<file path="src/rtl/uart_mem_loader_pkg.sv">
// Shared definitions for the serial memory loader: command codes, bus types and FSM state encodings.
package uart_mem_loader_pkg;

  localparam int unsigned DEFAULT_CLKS_PER_BIT = 434;

  localparam logic [7:0] CMD_WRITE = 8'h57;
  localparam logic [7:0] CMD_GO    = 8'h47;
  localparam logic [7:0] CMD_HALT  = 8'h48;

  localparam int unsigned MIPS_ADDR_WIDTH = 32;
  localparam int unsigned MIPS_DATA_WIDTH = 32;

  typedef logic [MIPS_ADDR_WIDTH-1:0] mips_addr_t;
  typedef logic [MIPS_DATA_WIDTH-1:0] mips_data_t;

  typedef enum logic [1:0] {
    IDLE,
    ADDR,
    DATA,
    WRITE
  } loader_state_t;

  typedef enum logic [2:0] {
    RX_IDLE,
    RX_START,
    RX_DATA,
    RX_STOP,
    RX_WAIT_HIGH
  } rx_state_t;

endpackage

</file>
<file path="src/rtl/uart_loader_rx.sv">
// 8N1 UART byte receiver with 2-FF input synchronizer, start-bit glitch rejection and framing-error report.
module uart_loader_rx
  import uart_mem_loader_pkg::*;
#(
  parameter int unsigned CLKS_PER_BIT = DEFAULT_CLKS_PER_BIT
) (
  input  logic       clk,
  input  logic       rst_n,
  input  logic       rx,
  output logic [7:0] rx_byte,
  output logic       byte_valid,
  output logic       rx_ferr
);

  localparam int unsigned CW = $clog2(CLKS_PER_BIT);
  localparam logic [CW-1:0] BIT_LAST  = CW'(CLKS_PER_BIT - 1);
  localparam logic [CW-1:0] HALF_LAST = CW'(CLKS_PER_BIT / 2 - 1);

  logic rx_meta, rx_sync, rx_prev;
  rx_state_t state, state_next;
  logic [CW-1:0] cnt, cnt_next;
  logic [2:0] bit_idx, bit_next;
  logic [7:0] shreg, sh_next;
  logic valid_next, ferr_next;

  always_ff @(posedge clk or negedge rst_n) begin
    if (!rst_n) begin
      rx_meta <= 1'b1;
      rx_sync <= 1'b1;
      rx_prev <= 1'b1;
    end else begin
      rx_meta <= rx;
      rx_sync <= rx_meta;
      rx_prev <= rx_sync;
    end
  end

  always_ff @(posedge clk or negedge rst_n) begin
    if (!rst_n) state <= RX_IDLE;
    else        state <= state_next;
  end

  always_ff @(posedge clk or negedge rst_n) begin
    if (!rst_n) begin
      cnt        <= '0;
      bit_idx    <= '0;
      shreg      <= '0;
      byte_valid <= 1'b0;
      rx_ferr    <= 1'b0;
    end else begin
      cnt        <= cnt_next;
      bit_idx    <= bit_next;
      shreg      <= sh_next;
      byte_valid <= valid_next;
      rx_ferr    <= ferr_next;
    end
  end

  always_comb begin
    state_next = state;
    cnt_next   = cnt;
    bit_next   = bit_idx;
    sh_next    = shreg;
    valid_next = 1'b0;
    ferr_next  = 1'b0;
    case (state)
      RX_IDLE: begin
        if (rx_prev && !rx_sync) begin
          state_next = RX_START;
          cnt_next   = '0;
        end
      end
      RX_START: begin
        // Mid-start-bit check: a line already back high was only a glitch.
        if (cnt == HALF_LAST) begin
          cnt_next = '0;
          if (rx_sync) begin
            state_next = RX_IDLE;
          end else begin
            state_next = RX_DATA;
            bit_next   = '0;
          end
        end else begin
          cnt_next = cnt + 1'b1;
        end
      end
      RX_DATA: begin
        if (cnt == BIT_LAST) begin
          cnt_next = '0;
          sh_next  = {rx_sync, shreg[7:1]};
          bit_next = bit_idx + 1'b1;
          if (bit_idx == 3'd7) state_next = RX_STOP;
        end else begin
          cnt_next = cnt + 1'b1;
        end
      end
      RX_STOP: begin
        if (cnt == BIT_LAST) begin
          cnt_next = '0;
          if (rx_sync) begin
            valid_next = 1'b1;
            state_next = RX_IDLE;
          end else begin
            ferr_next  = 1'b1;
            state_next = RX_WAIT_HIGH;
          end
        end else begin
          cnt_next = cnt + 1'b1;
        end
      end
      RX_WAIT_HIGH: begin
        if (rx_sync) state_next = RX_IDLE;
      end
      default: state_next = RX_IDLE;
    endcase
  end

  assign rx_byte = shreg;

endmodule

</file>
<file path="src/rtl/uart_mem_loader.sv">
// Serial boot loader: parses 'W' addr data / 'G' / 'H' commands from the UART and drives single-cycle bus writes.
module uart_mem_loader
  import uart_mem_loader_pkg::*;
#(
  parameter int unsigned CLKS_PER_BIT   = DEFAULT_CLKS_PER_BIT,
  parameter int unsigned TIMEOUT_CYCLES = 17360,
  parameter int unsigned ADDR_WIDTH     = 32,
  parameter int unsigned DATA_WIDTH     = 32
) (
  input  logic                  clk,
  input  logic                  rst_n,
  input  logic                  rx,
  output logic [ADDR_WIDTH-1:0] bus_addr,
  output logic [DATA_WIDTH-1:0] bus_wr_data,
  output logic                  bus_wr_en,
  output logic                  cpu_rst_n,
  output logic                  busy,
  output logic                  err,
  output logic [15:0]           load_count
);

  localparam int unsigned TW = $clog2(TIMEOUT_CYCLES + 1);
  localparam logic [TW-1:0] TO_LAST = TW'(TIMEOUT_CYCLES - 1);

  logic [7:0] rx_byte;
  logic byte_valid, rx_ferr;

  loader_state_t state, state_next;
  logic [1:0] byte_cnt;
  logic [ADDR_WIDTH-1:0] addr_sr;
  logic [DATA_WIDTH-1:0] data_sr;
  logic [TW-1:0] to_cnt;
  logic timeout;

  logic clr_byte_cnt, shift_addr, shift_data, err_set, set_run, set_halt;

  uart_loader_rx #(
    .CLKS_PER_BIT(CLKS_PER_BIT)
  ) u_rx (
    .clk       (clk),
    .rst_n     (rst_n),
    .rx        (rx),
    .rx_byte   (rx_byte),
    .byte_valid(byte_valid),
    .rx_ferr   (rx_ferr)
  );

  assign timeout = (to_cnt == TO_LAST);
  assign busy    = (state != IDLE);

  always_ff @(posedge clk or negedge rst_n) begin
    if (!rst_n) state <= IDLE;
    else        state <= state_next;
  end

  always_comb begin
    state_next   = state;
    clr_byte_cnt = 1'b0;
    shift_addr   = 1'b0;
    shift_data   = 1'b0;
    err_set      = 1'b0;
    set_run      = 1'b0;
    set_halt     = 1'b0;
    case (state)
      IDLE: begin
        if (byte_valid) begin
          case (rx_byte)
            CMD_WRITE: begin
              if (!cpu_rst_n) begin
                state_next   = ADDR;
                clr_byte_cnt = 1'b1;
              end else begin
                err_set = 1'b1;
              end
            end
            CMD_GO:   set_run  = 1'b1;
            CMD_HALT: set_halt = 1'b1;
            default:  err_set  = 1'b1;
          endcase
        end else if (rx_ferr) begin
          err_set = 1'b1;
        end
      end
      ADDR: begin
        if (rx_ferr) begin
          err_set    = 1'b1;
          state_next = IDLE;
        end else if (byte_valid) begin
          shift_addr = 1'b1;
          if (byte_cnt == 2'd3) state_next = DATA;
        end else if (timeout) begin
          err_set    = 1'b1;
          state_next = IDLE;
        end
      end
      DATA: begin
        if (rx_ferr) begin
          err_set    = 1'b1;
          state_next = IDLE;
        end else if (byte_valid) begin
          shift_data = 1'b1;
          if (byte_cnt == 2'd3) begin
            if (addr_sr[1:0] == 2'b00) begin
              state_next = WRITE;
            end else begin
              err_set    = 1'b1;
              state_next = IDLE;
            end
          end
        end else if (timeout) begin
          err_set    = 1'b1;
          state_next = IDLE;
        end
      end
      WRITE:   state_next = IDLE;
      default: state_next = IDLE;
    endcase
  end

  // byte_cnt is 2 bits, so it wraps to 0 between the address and data phases.
  always_ff @(posedge clk or negedge rst_n) begin
    if (!rst_n) begin
      byte_cnt <= '0;
      addr_sr  <= '0;
      data_sr  <= '0;
      to_cnt   <= '0;
    end else begin
      if (clr_byte_cnt)                  byte_cnt <= '0;
      else if (shift_addr || shift_data) byte_cnt <= byte_cnt + 1'b1;
      if (shift_addr) addr_sr <= {addr_sr[ADDR_WIDTH-9:0], rx_byte};
      if (shift_data) data_sr <= {data_sr[DATA_WIDTH-9:0], rx_byte};
      if (state == IDLE || state == WRITE || byte_valid) to_cnt <= '0;
      else                                               to_cnt <= to_cnt + 1'b1;
    end
  end

  always_ff @(posedge clk or negedge rst_n) begin
    if (!rst_n) begin
      bus_addr    <= '0;
      bus_wr_data <= '0;
      bus_wr_en   <= 1'b0;
      cpu_rst_n   <= 1'b0;
      err         <= 1'b0;
      load_count  <= '0;
    end else begin
      bus_wr_en <= (state == WRITE);
      if (state == WRITE) begin
        bus_addr    <= addr_sr;
        bus_wr_data <= data_sr;
        load_count  <= load_count + 1'b1;
      end
      if (err_set) err <= 1'b1;
      if (set_run)       cpu_rst_n <= 1'b1;
      else if (set_halt) cpu_rst_n <= 1'b0;
    end
  end

endmodule

</file>
<file path="config.mk">
export PLATFORM = sky130hd
export DESIGN_NAME = uart_mem_loader
export DESIGN_NICKNAME = d
export VERILOG_FILES = /design/src/rtl/uart_mem_loader_pkg.sv /design/src/rtl/uart_loader_rx.sv /design/src/rtl/uart_mem_loader.sv
export SDC_FILE = /design/constraint.sdc
export NUM_CORES = 1
export LEC_CHECK = 0
export ABC_CLOCK_PERIOD_IN_PS = 2200
export BUFFER_PORTS_ARGS = -buffer_cell sky130_fd_sc_hd__buf_4
export CAP_MARGIN = 5
export CORE_UTILIZATION = 56
export CTS_CLUSTER_DIAMETER = 40
export DETAILED_ROUTE_END_ITERATION = 10
export GPL_TIMING_DRIVEN = 1
export HOLD_SLACK_MARGIN = 0.1
export PLACE_DENSITY_LB_ADDON = 0.1
export SLEW_MARGIN = 20
export SYNTH_ARGS = -nofsm -noshare
export SYNTH_HDL_FRONTEND = slang
export SYNTH_SLANG_ARGS = --single-unit
</file>
<file path="constraint.sdc">
create_clock -name clk -period 2.2 [get_ports clk]
set_clock_uncertainty 0.05 [all_clocks]
set_input_delay 0.22 -clock clk [delete_from_list [all_inputs] [get_ports clk]]
set_output_delay 0.22 -clock clk [all_outputs]
set_load 0.01 [all_outputs]
</file>
==> results of run 1 <==
==> metrics by stage <==
step	setup WS, ns	hold slack, ns	instance area (um^2)
finish	0.165	0.288	9440
global route	0.00443	0.317	9440
CTS	0.0113	0.298	9420
detailed placement	0.0112	0.193	8840
global placement	0.150	0.193	8840
floorplan	0.315	-0.126	7900
==> final timing paths <==
| check | to | slack [ns] |
|---|---|---|
| setup / recovery | u_rx.cnt[7] | 0.17 |
| hold / removal | bus_addr[29] | 0.29 |
| setup reg to reg | u_rx.cnt[7] | 0.17 |
| hold reg to reg | u_rx.rx_sync | 0.31 |
| max in group asynchronous | bus_wr_data[25] | 1.13 |
| min in group clk | u_rx.rx_sync | 0.31 |
==> power groups by stage <==
| stage | Sequential, mW | Clock, mW | Combinational [mW] |
|---|---|---|---|
| floorplan | 3.80 | 0 | 0.195 |
| finish | 3.75 | 2.89 | 0.333 |
| global placement | 3.80 | 0 | 0.314 |
| CTS | 3.74 | 2.96 | 0.342 |
| detailed placement | 3.81 | 0 | 0.337 |
| global route | 3.76 | 3.11 | 0.383 |
==> per-layer routing <==
metal  GRT usage  vias up  part of all wire
met5           0        -                 0
met4      0.0756        0             0.014
met3      0.0519       14             0.032
met2       0.344       80              0.50
met1       0.273     2403              0.46
li1            -     2234                 -
==> placed cells by master, fill, tap and decap left out, types with 12 or more instances in the layout <==
cell type,n
nand3_1,22
nand2_1,31
dfrtp_1,191
clkbuf_16,17
xnor2_1,18
mux2_2,134
a21oi_1,15
xor2_1,12
buf_4,93
o21ai_0,14
nor2_1,35
inv_1,13
==> repair_timing <==
item	in CTS	in global routing
buffers inserted	0	0
hold buffers	2	0
endpoints found under the setup margin	0	6
resized for setup	0	2
endpoints found under the hold margin	62	0
==> sequential cells by signal, summed over array words and instances (netlist names) <==
name,cells
to_cnt,15
bus_wr_en,1
u_rx.cnt,9
u_rx.byte_valid,1
addr_sr,32
err,1
load_count,16
u_rx.rx_sync,1
u_rx.rx_ferr,1
state,2
u_rx.state,3
bus_addr,32
data_sr,32
bus_wr_data,32
u_rx.bit_idx,3
u_rx.rx_prev,1
cpu_rst_n,1
u_rx.rx_meta,1
u_rx.rx_byte,8
byte_cnt,2
==> cell families after synthesis <==
| group | count (synthesis) | synth area share |
|---|---|---|
| mux | 135 | 0.192 |
| buf+inv | 32 | 0.0173 |
| flops | 194 | 0.615 |
| fa+ha+maj | 12 | 0.0190 |
| simple gates | 128 | 0.0835 |
| xor+xnor | 30 | 0.0333 |
| compound gates | 49 | 0.0395 |
==> cell usage after synthesis, types with 2 or more instances <==
| cell | instances | area [um^2] |
|---|---|---|
| nor4bb_1 | 2 | 20.0 |
| ha_1 | 12 | 150 |
| or3_1 | 2 | 12.5 |
| or4b_1 | 2 | 20.0 |
| nor3_1 | 6 | 30.0 |
| nor4_1 | 2 | 12.5 |
| o21ai_0 | 14 | 70.1 |
| and3_1 | 6 | 37.5 |
| dfrtp_1 | 191 | 4780 |
| a21oi_1 | 15 | 75.1 |
| nand2_1 | 31 | 116 |
| mux2_2 | 134 | 1510 |
| buf_1 | 3 | 11.3 |
| nand2b_1 | 6 | 37.5 |
| clkbuf_1 | 8 | 30.0 |
| inv_1 | 13 | 48.8 |
| nand4_1 | 2 | 12.5 |
| nor2_1 | 35 | 131 |
| nor2b_1 | 3 | 18.8 |
| nor3b_1 | 2 | 15.0 |
| dfstp_2 | 3 | 78.8 |
| xor2_1 | 12 | 105 |
| buf_2 | 7 | 35.0 |
| nand3_1 | 22 | 110 |
| a31oi_1 | 7 | 43.8 |
| xnor2_1 | 18 | 158 |
==> layout make-up <==
cell class,instances,area [um^2],area share
tap,180,225,0.0239
clock buffer,23,478,0.0506
clock inverter,9,81.3,0.00862
inverter,13,48.8,0.00517
multi-input combinational,354,2940,0.311
sequential,194,4860,0.515
timing repair buffer,100,812,0.0860
==> critical path, cell delays in order, from the launching register on <==
cell and delay (ns):
dfrtp_1 0.40, inv_1 0.10, ha_1 0.14, or4b_4 0.47
nor3_4 0.20, o32ai_4 0.20, a41oi_1 0.28, a31oi_1 0.06
==> summary.txt, run 1 <==
Layout
  • Final Non-Filler Cells: 873
  • Post-synthesis to final-layout area growth: 19.5%
  • Final layout net count: 695
  • Fill count: 980
  • Layout cells sized above 1: 0.391
  • Layout Utilization: 0.683
  • # diodes: 0

Synthesis
  • Mapped cell area: 7900 um^2
  • FF+latch count, synth: 194
  • Synth warn: 0
  • Post-Synthesis Cells: 580
  • Post-synth top flop: dfrtp_1
  • Yosys cell types: 48
  • Synth Area per Inst: 13.6 um^2
  • Syn Nets: 595
  • Number of flops mapped to enable cells by yosys: 0
  • Sequential area share after synthesis: 0.615
  • Post-synth ARST share: 1.00

Pwr
  • Power after layout: 6.97 mW
  • Combinational power share: 0.048
  • Pwr dens: 738 nW/um^2
  • Peak VDD IR: 0.480 mV
  • Net load switching power: 1.55 mW
  • Sw Share: 0.222
  • Sequential share of power: 0.538
  • P_leak: 4.80 nW
  • Clk pwr share: 0.415
  • Internal: 5.42 mW

Timing
  • Fin. Hold Viols: 0
  • Unrepaired setup endpoints after global routing: no
  • Min Tclk post-route: 2.03 ns
  • Tcrit/Tclk final: 0.925
  • Post-Route Setup TNS: 0 ns
  • Slew @ Worst Pin: 0.610 ns
  • F_max: 491 MHz
  • Relative slew margins: 0.593
  • Pins over their slew limit: 0
  • Setup-failing EPs final: 0

Global routing
  • Largest net degree at the start of global routing: 66
  • Number of global-route vias before repair: 4855
  • GRT Residual Overflow: 0
  • Initial antenna violation count: 0
  • First-pass GRT wire length: 23700 um
  • Tot GR Track Use: 0.210

Placed design
  • GP Congestion: 0.818
  • Number of port buffers: 86
  • Dpl cells: 839
  • Detailed placement HPWL: 9510 um

Worst setup path
  • CP endpoint kind: flop
  • R2R Path Start: u_rx.cnt[1]
  • Crit Path Category: reg -> reg
  • Crit path from: u_rx.cnt[1]
  • CP Data Arrival Time: 2.27 ns
  • Startpoint types: flop
  • Reg2reg path depth: 7
  • Crit path max fanout: 15
  • CP Data Required Time: 2.43 ns

Drt
  • Drt total wl: 13900 um
  • Pre-antenna DRT Iters: 4
  • Drt via density: 5.42
  • 1st-iter DRT viols: 202
  • Post-route antenna net violation count: 0
  • Total vias in the final route: 4731
  • Drc violations: 0
  • Wire per inst: 15.9 um

Floorplan
  • Ports: 87
  • Die span in x: 121 um
  • Initial core utilization: 0.571
  • Total die area: 14600 um^2
  • Site Rows: 43
  • Core area: 13800 um^2
  • Die Y: 121 um

CTS
  • H-tree depth: 4
  • CTS tree: yes
  • Num CTS Buffers: 17
  • Reg clk slew, reported paths: 0.06 ns
  • CTS max path bufs: 2
  • CTS sink count: 194
  • CTS Root Cell: clkbuf_16
  • Worst-Skew Late Latency: 0.43 ns

Outcome
  • Outcome: finished, final reports clean

Flow run
  • Max_cap viols: 0

Min path
  • Type of the tightest min-delay check: in -> async
Note: power is estimated with default switching activity, not from simulation.
==> inputs of run 2 (changes only) <==
- CELL_PAD_IN_SITES_DETAIL_PLACEMENT: not set -> 1
- CELL_PAD_IN_SITES_GLOBAL_PLACEMENT: not set -> 2
- CORE_UTILIZATION: 56 -> 41
- GPL_TIMING_DRIVEN: 1 -> not set
==> run 2 against run 1 <==
Net effect:
- flip-flop and latch count is the same
- cell area grew 1.6%
- utilization shrank 17 points
- count of clock-buffer cells in the layout shrank 6
- critical path type unchanged
- cell count grew 6.9%
- sequential share of layout area shrank 0.81 points
- clock power grew 8.7%
- non-clock buffer count grew 6
- hold slack lost 0.013 ns
==> summary.txt, run 2 (synthesized netlist as in run 1, its figures left out) <==
Outcome
  • Outcome: finished, final reports clean

Layout
  • Final layout net count: 701
  • # diodes: 0
  • Most common cell after layout, fill and taps aside: dfrtp_1
  • Layout cells sized above 1: 0.402
  • Post-synthesis to final-layout area growth: 21.4%
  • Commonest non-fill, non-tap cells in the layout: dfrtp_1, mux2_2, buf_4, nor2_1, nand2_1

Drt
  • Wire per inst: 17.2 um
  • Post-route antenna net violation count: 0
  • Drt total wl: 16100 um
  • 1st-iter DRT viols: 175
  • Drc violations: 0
  • Drt via density: 5.15
  • Pre-antenna DRT Iters: 4
  • Total vias in the final route: 4809

Global routing
  • Tot GR Track Use: 0.177
  • First-pass GRT wire length: 27000 um
  • Number of global-route vias before repair: 5127
  • Largest net degree at the start of global routing: 63
  • Initial antenna violation count: 0
  • GRT Residual Overflow: 0

Timing
  • Slew @ Worst Pin: 0.638 ns
  • Worst hold slack: 0.275 ns
  • Post-Route Setup TNS: 0 ns
  • Fin. Hold Viols: 0
  • Setup-failing EPs final: 0
  • F_max: 478 MHz
  • Relative slew margins: 0.575
  • Pins over their slew limit: 0
  • Unrepaired setup endpoints after global routing: no
  • Min Tclk post-route: 2.09 ns
  • Tcrit/Tclk final: 0.951

CTS
  • CTS max path bufs: 2
  • CTS tree: yes
  • H-tree depth: 4
  • CTS sink count: 194
  • Worst-Skew Late Latency: 0.43 ns
  • Reg clk slew, reported paths: 0.08 ns
  • Num CTS Buffers: 17
  • CTS Root Cell: clkbuf_16

Worst setup path
  • Reg2reg path depth: 8
  • R2R Path Start: u_rx.cnt[1]
  • Crit path max fanout: 15
  • Crit-path slowest cell: or4b_4
  • CP endpoint kind: flop
  • Critical path cell sequence: inv_1 -> ha_1 -> or4b_4 -> nor3_4 -> o32ai_2 -> buf_4 -> a41oi_2 -> a31oi_1
  • CP Data Required Time: 2.44 ns
  • CP Data Arrival Time: 2.34 ns
  • Worst reg2reg setup slack: 0.11 ns
  • Max incr delay on CP: 0.48 ns
  • Crit path from: u_rx.cnt[1]
  • Critical path endpoint: u_rx.cnt[7]
  • Reg2reg end: u_rx.cnt[7]
  • Startpoint types: flop
  • Crit Path Category: reg -> reg

Flow run
  • Max_cap viols: 0

Pwr
  • Pwr dens: 756 nW/um^2
  • P_leak: 4.84 nW
  • Peak VDD IR: 0.537 mV

Floorplan
  • Ports: 87
  • Die span in x: 141 um
  • Die Y: 141 um
  • Site Rows: 50
  • Core area: 18800 um^2
  • Initial core utilization: 0.421
  • Total die area: 19800 um^2

Placed design
  • GP Congestion: 0.788
  • Number of port buffers: 86
  • Detailed placement HPWL: 11100 um

Min path
  • Type of the tightest min-delay check: in -> async
-- run 2: final cells by class --
type,instances,area [um^2]
sequential,194,4860
tap,234,293
timing repair buffer,106,870
clock buffer,17,425
clock inverter,15,171
multi-input combinational,354,2920
fill,1892,9180
inverter,13,48.8
-- run 2: critical path, delay by kind of cell, from the launching register on --
| kind | cells | cell delay, ns |
|---|---|---|
| flip-flops | 1 | 0.40 |
| AO/OA/AOI/OAI | 3 | 0.37 |
| AND/OR/NAND/NOR | 2 | 0.66 |
| buffers and inverters | 2 | 0.32 |
| adder cells (fa/ha/maj) | 1 | 0.15 |
-- run 2: metrics by stage --
step           instance area [um^2]  setup slack (ns)  utilization  instances  total power [mW]
2_1_floorplan                  7900             0.315            -        580              3.99
3_3_place_gp                   8960             0.193        0.478        899              4.16
3_5_place_dp                   8960             0.100        0.478        899              4.19
4_1_cts                        9580            0.0735        0.511        933              7.36
5_1_grt                        9590            0.0339        0.511        933              7.58
6_report                       9590             0.108        0.511        933              7.25
-- run 2: layer usage --
metal	track usage	vias to the layer above	wire length [um]
met2	0.297	67	8090
met3	0.0360	16	431
met1	0.227	2475	7300
li1	-	2251	-
met4	0.0624	0	229
met5	0	-	0
-- run 2: worst min path at each step --
stage                      endpoint  slack, ns  depth (start not counted)
global route           u_rx.rx_sync       0.30                          0
finish              bus_wr_data[25]       0.27                          2
global placement    bus_wr_data[26]       0.19                          1
detailed placement      data_sr[26]       0.20                          1
floorplan                addr_sr[0]      -0.13                          0
CTS                     data_sr[26]       0.30                          2
-- run 2: what timing repair did --
action / 4_1_cts / 5_1_grt
hold endpoints to repair: 58 / 0
hold buffers: 2 / 0
endpoints found under the setup margin: 0 / 1
gates resized for setup: 0 / 1
setup buffers: 0 / 0
-- run 2: where the power goes --
| part | switching [mW] | internal [mW] |
|---|---|---|
| registers | 0.0965 | 3.64 |
| clock network | 1.42 | 1.71 |
| logic | 0.229 | 0.149 |
